**src/rtl/dm_pkg.sv**
```systemverilog
// Shared types and constants for the data-memory arbiter.
//   DM_DEPTH_WORDS : DM capacity in 32-bit words
//   DM_AW          : width of the DM word index
//   dm_state_t     : arbiter FSM states
//   dm_req_t       : one requester's request payload
package dm_pkg;

    localparam int unsigned DM_DEPTH_WORDS = 3072;
    localparam int unsigned DM_AW          = 12;
    localparam int unsigned DM_DW          = 32;
    localparam int unsigned DM_BW          = DM_DW / 8;

    typedef enum logic {
        IDLE = 1'b0,
        RESP = 1'b1
    } dm_state_t;

    typedef struct packed {
        logic             we;
        logic [DM_DW-1:0] addr;
        logic [DM_DW-1:0] wdata;
        logic [DM_BW-1:0] be;
    } dm_req_t;

endpackage

```
**src/rtl/dm_arbiter_if.sv**
```systemverilog
// Bus bundle between two requesters, the arbiter and the data memory.
//   m0_* / m1_* : request channel (valid/ready) and response channel (rvalid/rready)
//   mem_*       : single-port DM access; mem_rdata is combinational from mem_addr
//   slave       : arbiter view
//   master      : requester + memory view (testbench / surrounding fabric)
interface dm_arbiter_if
    import dm_pkg::*;
#(
    parameter int unsigned AW = DM_AW
);

    logic             m0_valid;
    logic             m0_ready;
    logic             m0_we;
    logic [DM_DW-1:0] m0_addr;
    logic [DM_DW-1:0] m0_wdata;
    logic [DM_BW-1:0] m0_be;
    logic             m0_rvalid;
    logic             m0_rready;
    logic [DM_DW-1:0] m0_rdata;
    logic             m0_err;

    logic             m1_valid;
    logic             m1_ready;
    logic             m1_we;
    logic [DM_DW-1:0] m1_addr;
    logic [DM_DW-1:0] m1_wdata;
    logic [DM_BW-1:0] m1_be;
    logic             m1_rvalid;
    logic             m1_rready;
    logic [DM_DW-1:0] m1_rdata;
    logic             m1_err;

    logic             mem_we;
    logic [DM_BW-1:0] mem_be;
    logic [AW-1:0]    mem_addr;
    logic [DM_DW-1:0] mem_wdata;
    logic [DM_DW-1:0] mem_rdata;

    modport slave (
        input  m0_valid, m0_we, m0_addr, m0_wdata, m0_be, m0_rready,
        output m0_ready, m0_rvalid, m0_rdata, m0_err,
        input  m1_valid, m1_we, m1_addr, m1_wdata, m1_be, m1_rready,
        output m1_ready, m1_rvalid, m1_rdata, m1_err,
        output mem_we, mem_be, mem_addr, mem_wdata,
        input  mem_rdata
    );

    modport master (
        output m0_valid, m0_we, m0_addr, m0_wdata, m0_be, m0_rready,
        input  m0_ready, m0_rvalid, m0_rdata, m0_err,
        output m1_valid, m1_we, m1_addr, m1_wdata, m1_be, m1_rready,
        input  m1_ready, m1_rvalid, m1_rdata, m1_err,
        input  mem_we, mem_be, mem_addr, mem_wdata,
        output mem_rdata
    );

endinterface

```
**src/rtl/rr_arb2.sv**
```systemverilog
// Two-way round-robin grant, purely combinational.
//   req        : {req1, req0}
//   last_grant : index of the most recent winner
//   gnt_c      : one-hot grant (zero when nothing requested)
module rr_arb2 (
    input  logic [1:0] req,
    input  logic       last_grant,
    output logic [1:0] gnt_c
);

    // On contention the port that did not win last time goes first.
    always_comb begin
        gnt_c = req;
        if (&req) begin
            gnt_c = last_grant ? 2'b01 : 2'b10;
        end
    end

endmodule

```
**src/rtl/dm_arbiter.sv**
```systemverilog
// Arbitrates two requesters onto the single-port data memory.
// Accepts one request per cycle, round-robin on contention, range-checks the
// word index and returns a registered response one cycle after acceptance.
//   clk   : rising-edge clock
//   reset : asynchronous active-low reset
//   bus   : requester channels and DM port (slave view)
module dm_arbiter
    import dm_pkg::*;
#(
    parameter int unsigned DEPTH_WORDS = DM_DEPTH_WORDS,
    parameter int unsigned AW          = DM_AW
) (
    input  logic         clk,
    input  logic         reset,
    dm_arbiter_if.slave  bus
);

    dm_state_t        state_q, state_d;
    logic             owner_q, owner_d;
    logic             last_q, last_d;
    logic [DM_DW-1:0] rdata_q, rdata_d;
    logic             err_q, err_d;

    dm_req_t          req0, req1, sel;
    logic [1:0]       req_v;
    logic [1:0]       gnt;
    logic [1:0]       gnt_ok;
    logic             resp_done;
    logic             can_accept;
    logic             accept;
    logic             in_range;
    logic             unused_addr_lsb;

    assign req0  = {bus.m0_we, bus.m0_addr, bus.m0_wdata, bus.m0_be};
    assign req1  = {bus.m1_we, bus.m1_addr, bus.m1_wdata, bus.m1_be};
    assign req_v = {bus.m1_valid, bus.m0_valid};

    rr_arb2 u_rr_arb2 (
        .req        (req_v),
        .last_grant (last_q),
        .gnt_c      (gnt)
    );

    // Acceptance window: idle, or the held response is being consumed this cycle.
    // Reset also closes the window so nothing is granted or written while asserted.
    always_comb begin
        resp_done  = (state_q == RESP) && (owner_q ? bus.m1_rready : bus.m0_rready);
        can_accept = reset && ((state_q == IDLE) || resp_done);
        gnt_ok     = can_accept ? gnt : 2'b00;
        accept     = |gnt_ok;
        sel        = gnt[1] ? req1 : req0;
        // Full upper address compared, so high bits never alias into the DM.
        in_range   = DM_DW'({2'b00, sel.addr[DM_DW-1:2]}) < DM_DW'(DEPTH_WORDS);
    end

    assign unused_addr_lsb = ^sel.addr[1:0];

    // Memory port and request-ready, driven from the granted requester.
    always_comb begin
        bus.m0_ready  = gnt_ok[0];
        bus.m1_ready  = gnt_ok[1];
        bus.mem_we    = accept && sel.we && in_range && (|sel.be);
        bus.mem_be    = sel.be;
        bus.mem_addr  = sel.addr[AW+1:2];
        bus.mem_wdata = sel.wdata;
    end

    // Next-state and response capture.
    always_comb begin
        state_d = state_q;
        owner_d = owner_q;
        last_d  = last_q;
        rdata_d = rdata_q;
        err_d   = err_q;
        unique case (state_q)
            IDLE: state_d = IDLE;
            RESP: if (resp_done) state_d = IDLE;
            default: state_d = IDLE;
        endcase
        if (accept) begin
            state_d = RESP;
            owner_d = gnt[1];
            last_d  = gnt[1];
            rdata_d = (!sel.we && in_range) ? bus.mem_rdata : '0;
            err_d   = !in_range;
        end
    end

    // State and response registers.
    always_ff @(posedge clk or negedge reset) begin
        if (!reset) begin
            state_q <= IDLE;
            owner_q <= 1'b0;
            last_q  <= 1'b1;
            rdata_q <= '0;
            err_q   <= 1'b0;
        end else begin
            state_q <= state_d;
            owner_q <= owner_d;
            last_q  <= last_d;
            rdata_q <= rdata_d;
            err_q   <= err_d;
        end
    end

    // Response outputs: only the owner sees rvalid; data/err read as zero otherwise.
    always_comb begin
        bus.m0_rvalid = (state_q == RESP) && !owner_q;
        bus.m1_rvalid = (state_q == RESP) && owner_q;
        bus.m0_rdata  = bus.m0_rvalid ? rdata_q : '0;
        bus.m1_rdata  = bus.m1_rvalid ? rdata_q : '0;
        bus.m0_err    = bus.m0_rvalid && err_q;
        bus.m1_err    = bus.m1_rvalid && err_q;
    end

endmodule
```
**src/flat_wrapper.sv**
```systemverilog
// flat-port wrapper written by rule: the top's interface ports become plain ports
module dm_arbiter_flat import dm_pkg::*;
#(
    parameter int unsigned DEPTH_WORDS = DM_DEPTH_WORDS,
    parameter int unsigned AW          = DM_AW
)
  (clk, reset, bus_m0_valid, bus_m0_we, bus_m0_addr, bus_m0_wdata, bus_m0_be, bus_m0_rready, bus_m0_ready, bus_m0_rvalid, bus_m0_rdata, bus_m0_err, bus_m1_valid, bus_m1_we, bus_m1_addr, bus_m1_wdata, bus_m1_be, bus_m1_rready, bus_m1_ready, bus_m1_rvalid, bus_m1_rdata, bus_m1_err, bus_mem_we, bus_mem_be, bus_mem_addr, bus_mem_wdata, bus_mem_rdata);
  dm_arbiter_if #(.AW(AW)) bus_i ();
  input  logic clk;
  input  logic reset;
  input wire logic [$bits(bus_i.m0_valid)-1:0] bus_m0_valid;
  input wire logic [$bits(bus_i.m0_we)-1:0] bus_m0_we;
  input wire logic [$bits(bus_i.m0_addr)-1:0] bus_m0_addr;
  input wire logic [$bits(bus_i.m0_wdata)-1:0] bus_m0_wdata;
  input wire logic [$bits(bus_i.m0_be)-1:0] bus_m0_be;
  input wire logic [$bits(bus_i.m0_rready)-1:0] bus_m0_rready;
  output wire logic [$bits(bus_i.m0_ready)-1:0] bus_m0_ready;
  output wire logic [$bits(bus_i.m0_rvalid)-1:0] bus_m0_rvalid;
  output wire logic [$bits(bus_i.m0_rdata)-1:0] bus_m0_rdata;
  output wire logic [$bits(bus_i.m0_err)-1:0] bus_m0_err;
  input wire logic [$bits(bus_i.m1_valid)-1:0] bus_m1_valid;
  input wire logic [$bits(bus_i.m1_we)-1:0] bus_m1_we;
  input wire logic [$bits(bus_i.m1_addr)-1:0] bus_m1_addr;
  input wire logic [$bits(bus_i.m1_wdata)-1:0] bus_m1_wdata;
  input wire logic [$bits(bus_i.m1_be)-1:0] bus_m1_be;
  input wire logic [$bits(bus_i.m1_rready)-1:0] bus_m1_rready;
  output wire logic [$bits(bus_i.m1_ready)-1:0] bus_m1_ready;
  output wire logic [$bits(bus_i.m1_rvalid)-1:0] bus_m1_rvalid;
  output wire logic [$bits(bus_i.m1_rdata)-1:0] bus_m1_rdata;
  output wire logic [$bits(bus_i.m1_err)-1:0] bus_m1_err;
  output wire logic [$bits(bus_i.mem_we)-1:0] bus_mem_we;
  output wire logic [$bits(bus_i.mem_be)-1:0] bus_mem_be;
  output wire logic [$bits(bus_i.mem_addr)-1:0] bus_mem_addr;
  output wire logic [$bits(bus_i.mem_wdata)-1:0] bus_mem_wdata;
  input wire logic [$bits(bus_i.mem_rdata)-1:0] bus_mem_rdata;
  assign bus_i.m0_valid = bus_m0_valid;
  assign bus_i.m0_we = bus_m0_we;
  assign bus_i.m0_addr = bus_m0_addr;
  assign bus_i.m0_wdata = bus_m0_wdata;
  assign bus_i.m0_be = bus_m0_be;
  assign bus_i.m0_rready = bus_m0_rready;
  assign bus_m0_ready = bus_i.m0_ready;
  assign bus_m0_rvalid = bus_i.m0_rvalid;
  assign bus_m0_rdata = bus_i.m0_rdata;
  assign bus_m0_err = bus_i.m0_err;
  assign bus_i.m1_valid = bus_m1_valid;
  assign bus_i.m1_we = bus_m1_we;
  assign bus_i.m1_addr = bus_m1_addr;
  assign bus_i.m1_wdata = bus_m1_wdata;
  assign bus_i.m1_be = bus_m1_be;
  assign bus_i.m1_rready = bus_m1_rready;
  assign bus_m1_ready = bus_i.m1_ready;
  assign bus_m1_rvalid = bus_i.m1_rvalid;
  assign bus_m1_rdata = bus_i.m1_rdata;
  assign bus_m1_err = bus_i.m1_err;
  assign bus_mem_we = bus_i.mem_we;
  assign bus_mem_be = bus_i.mem_be;
  assign bus_mem_addr = bus_i.mem_addr;
  assign bus_mem_wdata = bus_i.mem_wdata;
  assign bus_i.mem_rdata = bus_mem_rdata;
  dm_arbiter #(.DEPTH_WORDS(DEPTH_WORDS), .AW(AW)) u_core (.clk(clk), .reset(reset), .bus(bus_i));
endmodule
```
**config.mk**
```make
export PLATFORM = sky130hd
export DESIGN_NAME = dm_arbiter_flat
export DESIGN_NICKNAME = d
export VERILOG_FILES = /design/src/rtl/dm_pkg.sv /design/src/rtl/dm_arbiter_if.sv /design/src/rtl/rr_arb2.sv /design/src/rtl/dm_arbiter.sv /design/src/flat_wrapper.sv
export SDC_FILE = /design/constraint.sdc
export NUM_CORES = 1
export LEC_CHECK = 0
export ABC_AREA = 1
export BUFFER_PORTS_ARGS = -buffer_cell sky130_fd_sc_hd__buf_2
export CAP_MARGIN = 20
export CORE_AREA = 10 10 107 109
export DETAILED_ROUTE_END_ITERATION = 6
export DIE_AREA = 0 0 117 119
export GPL_TIMING_DRIVEN = 0
export PLACE_DENSITY = 0.76
export SYNTH_ARGS = -nofsm -noshare
export SYNTH_HDL_FRONTEND = slang
export SYNTH_HIERARCHICAL = 1
export SYNTH_SLANG_ARGS = --single-unit
export TNS_END_PERCENT = 20
```
**constraint.sdc**
```tcl
create_clock -name clk -period 3.2 [get_ports clk]
set_input_delay 0.16 -clock clk [delete_from_list [all_inputs] [get_ports clk]]
set_output_delay 0.16 -clock clk [all_outputs]
set_load 0.02 [all_outputs]
```
# After elaboration in Yosys (flattened, before gate mapping)
# Cells that the tools add are included.
[classes]
magnitude_cmp = 1
muxes = 11
n_bitwise = 1
reduce_logical = 17
[ops]
columns = ["cell", "count"]
rows = [
  ["$mux W32", 3],
  ["$mux W69", 1],
  ["$lt A30 B12 Y1 const B", 1],
  ["$logic_and A1 B1 Y1", 10],
  ["$mux W2", 3],
  ["$reduce_or A4 Y1", 1],
  ["$logic_not A1 Y1", 3],
  ["$mux W1", 3],
  ["$pmux W1 S2", 1],
  ["$reduce_and A2 Y1", 1],
  ["$reduce_or A2 Y1", 1],
  ["$logic_or A1 B1 Y1", 1],
  ["$not A1 Y1", 1],
]
[totals]
ff_bits = 36
in_bits = 176
output_inout_bits = 119
word_cells = 35

# Longest topological paths before layout
# Gate-level depths: netlist of the first run.
[logic_depth]
ltp_word = 9
mapped_depth = 12
ltp_nobuf = 11

# Hierarchy
# The synthesis of the first run kept the hierarchy.
[modules_own_cells]
columns = ["module", "instances", "cells_per_inst", "area_per_inst_um2", "seq_area_each_um2"]
rows = [
  ["dm_arbiter", 1, 541, 3012.9, 902.1],
  ["rr_arb2", 1, 5, 21.3, 0.0],
]

# Worst setup path before layout of the first run
# No wires, ideal clock.
[synth_timing]
kind = "register to output"
startpoint = "register u_core.last_q"
endpoint = "output bus_mem_we"
arrival_ps = 1714
required_time_ps = 3040
slack_ps = 1326
path_stages_with_launch = 11
n_path_buf = 2
path_cell_list = "dfstp_2 -> a21oi_1 -> buf_6 -> inv_6 -> buf_2 -> nand2_1 -> nand2_1 -> nor3_1 -> nand3_1 -> nand2_1 -> nor2_1"
[synth_lines]
columns = ["item", "line_no", "text"]
rows = [
  ["from (decl)", "dm_arbiter.sv:20", "logic last_q, last_d;"],
  ["from (signal assigned)", "dm_arbiter.sv:100", "last_q <= last_d;"],
  ["$mux W2", "rr_arb2.sv:15", "gnt_c = last_grant ? 2'b01 : 2'b10;"],
  ["$mux W2", "rr_arb2.sv:14", "if (&req) begin"],
  ["via u_core.gnt[1]", "dm_arbiter.sv:26", "logic [1:0] gnt;"],
  ["$mux W69", "dm_arbiter.sv:51", "sel = gnt[1] ? req1 : req0;"],
  ["via bus_mem_be[0]", "flat_wrapper.sv:32", "output wire logic [$bits(bus_i.mem_be)-1:0] bus_mem_be;"],
  ["$reduce_or A4 Y1", "dm_arbiter.sv:62", "bus.mem_we = accept && sel.we && in_range && (|sel.be);"],
  ["$logic_and A1 B1 Y1", "dm_arbiter.sv:62", ""],
  ["to (decl)", "flat_wrapper.sv:31", "output wire logic [$bits(bus_i.mem_we)-1:0] bus_mem_we;"],
]
# The timed path passes the listed nets, and every way through them passes these cells.

# Worst setup path after layout of the first run
[layout_timing]
startpoint = "register u_core.last_q"
endpoint = "output bus_mem_wdata[20]"
[layout_between]
elab_chain_len = 3
[layout_lines]
columns = ["item", "line_no", "text"]
rows = [
  ["$mux W2", "rr_arb2.sv:15", ""],
  ["$mux W2", "rr_arb2.sv:14", ""],
  ["via u_core.gnt[1]", "dm_arbiter.sv:26", ""],
  ["$mux W69", "dm_arbiter.sv:51", ""],
  ["to (decl)", "flat_wrapper.sv:34", "output wire logic [$bits(bus_i.mem_wdata)-1:0] bus_mem_wdata;"],
]
# The timed path passes the listed nets, and every way through them passes these cells.

==> results.tsv, run 1 <==
metric	value	unit
status	finished with violations	
violated checks	hold timing	
Die X	117	um
top cells by area, synth	dfrtp_1 29%, nand2_1 28%, nor2_1 14%, inv_1 9.2%, nand4_1 6.6%	
Placer Congestion	0.901	
Yosys top cell by area	dfrtp_1	
first-pass GRT wire length	21.2	mm
max incr delay on CP	0.55	ns
starting DRC count in detailed routing	281	
core area	9460	um^2
Post-Route Setup TNS	0	ns
Slowest cell on crit path	dfstp_2	
fmax	421	MHz
H-tree depth	2	
leakage power	0.00312	uW
die height	119	um
clock sinks	36	
Hold Crit Class	primary input to asynchronous set/reset pin	
pins over their slew limit	0	
crit path kind	flop to output pin	
Max-cap violations	0	
layout cell share with drive strength beyond 1	0.393	
WP data arrival	2.22	ns
Mapped Cells	546	
RSZ-0062 raised after global routing	false	
All-Layer GR Usage	0.191	
Avg Cell Area, Syn	5.56	um^2
CTS Hold Bufs	0	
worst skew pair latency	0.28	ns
IO Count	295	
Post-CTS Resized	0	
n_diodes	0	
top cell type's share of synthesized area	0.289	
count of final hold-check violations	27	
CP Max Fanout	10	
syn_nets	722	
synthesis-stage register bit count	36	
yosys warns	6	
CP required	3.04	ns
fin crit share	0.743	
Post-Syn Area	3030	um^2
Clock Pin Slew Worst Setup and Hold Paths	0.08	ns
WHS	-0.0167	ns
final setup fails	0	
via count	4274	
Area Overhead vs Synth	55.7	%
DR pass1 iterations	6	
CP endpoint kind	output pin	
peak supply drop	0.231	mV
DR WL/cell	15.1	um
Routed Antenna Nets	0	
Tightest Pin Transition	0.854	ns
crit start category	flop	
vias in the first global route	4119	
TritonCTS clock tree	yes	
Yosys cell types	22	
pwr dens	402	nW/um^2
initial antenna violation count	0	
max_slew headroom	0.431	
Setup Fix Bufs, Post-CTS	0	
Post-layout nets	1019	
Die ar.	13900	um^2
Row Count	36	
Layout Skew	0.00694	ns
Root Driver	clkbuf_8	
post-layout minimum cycle time	2.38	ns
largest net degree at the start of global routing	38	
CTS Buffer Depth	2	
remaining global-route overflow	0	
Post-DP HPWL	12.2	mm
final core occ	0.499	
CTS Buf Count	5	
Initial Util	0.321	
post-DR vias/cell	4.47	
Post-route DRC	0	
Seq/Total Area, Yosys	0.297	
Buffers on Ports	290	
worst path cell trace	a21oi_1, buf_6, inv_6, buf_2, buf_1, nand2_1, nand2_1, buf_2	
Total Routed Length	14.5	mm
flip-flops by register name, summed over array words and instances, names as in the netlist:
signal,cells
u_core/rdata_q,32
u_core/err_q,1
u_core/last_q,1
u_core/owner_q,1
u_core/state_q,1
through the flow:
stage	hold WS [ns]	cell area (um^2)	power (uW)	instances	setup slack (ns)
CTS	0.00813	4720	1910	957	0.824
detailed placement	0.317	4630	1560	950	1.15
floorplan	-0.136	3030	1130	546	1.33
global placement	0.313	4630	1550	950	1.13
finish	-0.0167	4720	1900	957	0.823
global route	0.0465	4720	2050	957	0.620
logic make-up (layout without fill, tap and decap cells):
kind of cell,Yosys count,count (layout),synth area share
AO/OA/AOI/OAI,3,3,0.00866
buffers and inverters,109,406,0.152
AND/OR/NAND/NOR,398,398,0.542
flip-flops,36,36,0.297
cell usage in the layout, fill, tap and decap left out, drive strengths merged:
| master | instances |
|---|---|
| o21ai | 1 |
| dfrtp | 35 |
| dfstp | 1 |
| nand3 | 10 |
| nor3 | 3 |
| nand4 | 32 |
| inv | 77 |
| a21oi | 2 |
| nor2 | 118 |
| nand2 | 233 |
| buf | 316 |
| clkbuf | 13 |
| nand3b | 2 |
cell type report:
class	instances	area, um^2
sequential	36	902
inverter	77	294
clock buffer	7	96.3
multi-input combinational	401	1670
tap	114	143
timing repair buffer	290	1450
buffer	32	168
fill	1032	4730
metal layers:
metal	vias to the layer above	global-route usage	share of wire
met5	-	0	0
li1	2216	-	-
met3	10	0.0633	0.10
met1	1855	0.224	0.39
met4	0	0.0294	0.010
met2	193	0.332	0.49
report_power, final:
group          switching (uW)  total, uW  internal (uW)  leakage (uW)
Combinational             730       1040            310       0.00258
Sequential               19.5        504            485      0.000492
Clock                     164        356            192     0.0000503
path summary, 6_finish.rpt:
kind,depth (start not counted),slack (ns),start,to
worst max-delay path,8,0.82,u_core/last_q,bus_mem_wdata[20]
worst min-delay path,1,-0.02,reset,u_core/rdata_q[2]
worst max register to register,9,1.41,u_core/last_q,u_core/rdata_q[7]
worst min register to register,2,0.48,u_core/last_q,u_core/last_q
max in group asynchronous,1,2.67,reset,u_core/rdata_q[26]
min in group clk,5,0.19,bus_mem_rdata[17],u_core/rdata_q[17]
cell usage after synthesis (all sizes together):
cell type / instances
dfrtp: 35
buf: 26
nor3: 3
nand4: 32
nand3: 10
inv: 77
o21ai: 1
nand2: 233
clkbuf: 6
a21oi: 2
dfstp: 1
nor2: 118
nand3b: 2
worst max-delay path, delay by kind of cell, from the launching register on:
kind	cells	cell delay, ns
buffers and inverters	5	1.11
flip-flops	1	0.55
AND/OR/NAND/NOR	2	0.20
AO/OA/AOI/OAI	1	0.08
(Power assumes the default switching activity.)
==> inputs of run 2 (changes only) <==
CORE_AREA = not set   (was 10 10 107 109)
CORE_ASPECT_RATIO = 0.8   (was not set)
CORE_MARGIN = 10   (was not set)
CORE_UTILIZATION = 34   (was not set)
DIE_AREA = not set   (was 0 0 117 119)
PLACE_DENSITY = 0.82   (was 0.76)
clock period = 1.95 ns   (was 3.2 ns; I/O delays follow)
==> run 2 against run 1 <==
Effect of this change: the flow now finishes without violations; first-iteration DRC count shrank 7.8%; count of clock-buffer cells in the layout is the same; sequential share of layout area shrank 1.4 points; register-to-register slack lost 1.3 ns; non-clock buffer count grew 17; clock skew grew 0.0016 ns; die area shrank 5.7%.
==> results.tsv, run 2 (synthesis results as in run 1) <==
metric	value	unit	change
status	complete, no violations		
most frequent cells in the layout	273 x buf_2, 216 x nand2_1, 114 x nor2_1		
cell depth of the worst setup path	11		+3
Die X	126	um	+7.4%
Row Count	30		-17%
CTS Buffer Depth	2		unchanged
largest net degree at the start of global routing	36		-5.3%
crit path kind	flop to output pin		
Slowest cell on crit path	dfstp_2		
Min-Delay Path Depth	5		
Root Driver	clkbuf_8		
Crit path buffers/inverters	3		-2
TritonCTS clock tree	yes		
worst skew pair latency	0.28	ns	about the same
max reg flops	32		unchanged
pwr dens	654	nW/um^2	+63%
CP most frequent cell	nand2_2		
Hold EP	u_core/rdata_q[20]		
Post-layout nets	1037		+1.8%
DR pass1 iterations	5		-1
Buffers on Ports	290		unchanged
WHS	0.129	ns	+0.146 ns
Hold Crit Class	primary input to flop		
Max-cap violations	0		unchanged
remaining global-route overflow	0		unchanged
Clock Pin Slew Worst Setup and Hold Paths	0.07	ns	about the same
die height	104	um	-12%
core area	8600	um^2	-9.1%
worst r2r src	u_core/last_q		
CP Max Fanout	4		-6
CP endpoint kind	output pin		
CTS Buf Count	5		unchanged
max_slew headroom	0.701		+0.270
n_diodes	0		unchanged
reg-to-reg endpoint	u_core/rdata_q[1]		
final core occ	0.593		+0.0934
first-pass GRT wire length	22.7	mm	+6.7%
Die ar.	13100	um^2	-5.7%
CP required	1.85	ns	-1.19 ns
final setup fails	0		unchanged
Layout Skew	0.00851	ns	+0.00157 ns
clock sinks	36		unchanged
post-layout minimum cycle time	1.95	ns	
Placer Congestion	0.936		+3.9%
post-DR vias/cell	4.48		+0.37%
total power	3330	uW	+75%
worst path cell trace	a21oi_4, buf_6, buf_6, nand2_2, nand2_2, nand2_2, nand2_4, nor2_8, nand3_2, nor2_1, buf_4		
max incr delay on CP	0.56	ns	about the same
Biggest register	u_core/rdata_q		
Tightest Pin Transition	0.448	ns	-0.406 ns
starting DRC count in detailed routing	259		-7.8%
Total Routed Length	14.8	mm	+2.1%
Routed Antenna Nets	0		unchanged
vias in the first global route	4290		+4.2%
RSZ-0062 raised after global routing	true		
leakage power	0.00329	uW	+5.4%
r2r setup slk	0.13	ns	-1.28 ns
Hold Crit Start	bus_mem_rdata[20]		
initial antenna violation count	1		+1
Initial Util	0.353		+0.0322
layout cell share with drive strength beyond 1	0.428		+0.0354
worst r2r path cells	9		unchanged
Area Overhead vs Synth	68.0	%	
pins over their slew limit	0		unchanged
H-tree depth	2		unchanged
IO Count	295		unchanged
leading cell type in the layout, fill and taps excluded	buf_2		
Post-DP HPWL	12.0	mm	-1.9%
fin crit share	0.999		
fmax	514	MHz	
WP data arrival	1.85	ns	-0.37 ns
CP top delay family	flip-flops		
via count	4366		+2.2%
peak supply drop	0.322	mV	+39%
count of final hold-check violations	0		-100%
crit start category	flop		
All-Layer GR Usage	0.208		+0.0173
Post-route DRC	0		unchanged
DR WL/cell	15.2	um	+0.36%
## run 2: cell count changes in the layout (fill, tap and decap cells not counted), sizes merged
cell         change
inv              +1
dlygate4sd3      +1
buf             +13
clkinvlp         +1
clkbuf           +3
## run 2: metrics by stage
step / setup WS [ns] / cell area [um^2] / setup TNS [ns] / instances
finish: 0.00266 / 5100 / 0 / 974
global route: -0.108 / 5100 / -0.546 / 974
CTS: -0.0391 / 4910 / -0.0391 / 969
detailed placement: 0.00461 / 4630 / 0 / 948
global placement: 0.0168 / 4630 / 0 / 948
floorplan: 0.139 / 3030 / 0 / 546
## run 2: area by class of cell
type / count / area, um^2
clock buffers: 7 / 86.3
repair inverters: 1 / 6.26
repair buffers: 307 / 1690
flip-flops and latches: 36 / 902
multi-input cells: 401 / 1740
clock inverters: 1 / 7.51
plain buffers: 32 / 229
fillers: 834 / 3500
inverters: 77 / 297
well taps: 112 / 140
## run 2: timing repair
| action | CTS | global route |
|---|---|---|
| setup buffers | 9 | 4 |
| hold buffers | 2 | 0 |
| pin swaps | 10 | 12 |
| gates cloned | 2 | 1 |
| gates resized for setup | 30 | 55 |
| endpoints found under the setup margin | 41 | 45 |
| endpoints found under the hold margin | 35 | 0 |
## run 2: power by group
part / leakage [uW] / switching (uW) / total [uW] / internal [uW]
Clock: 0.0000445 / 262 / 549 / 287
Combinational: 0.00275 / 1240 / 1950 / 716
Sequential: 0.000492 / 33.2 / 829 / 796
## run 2: worst max-delay path by stage
| stage | slack [ns] | start | end |
|---|---|---|---|
| 6_report | 0.003 | u_core/last_q | bus_mem_we |
| 5_1_grt | -0.11 | u_core/last_q | bus_mem_we |
| 4_1_cts | -0.04 | u_core/last_q | bus_mem_we |
| 3_5_place_dp | 0.005 | u_core/last_q | bus_mem_wdata[21] |
| 3_3_place_gp | 0.02 | u_core/last_q | bus_mem_wdata[21] |
| 2_1_floorplan | 0.14 | u_core/last_q | bus_mem_we |
## run 2: routing by layer
layer	global-route usage	vias to the layer above	share of wire
li1	-	2253	-
met1	0.255	1894	0.40
met2	0.344	205	0.48
met3	0.0759	12	0.10
met4	0.0345	2	0.0098
met5	0	-	0.00088
## run 2: tightest hold or removal path, delay by kind of cell
kind          cells  cell delay (ns)
simple gates      3             0.14
buf+inv           2             0.14
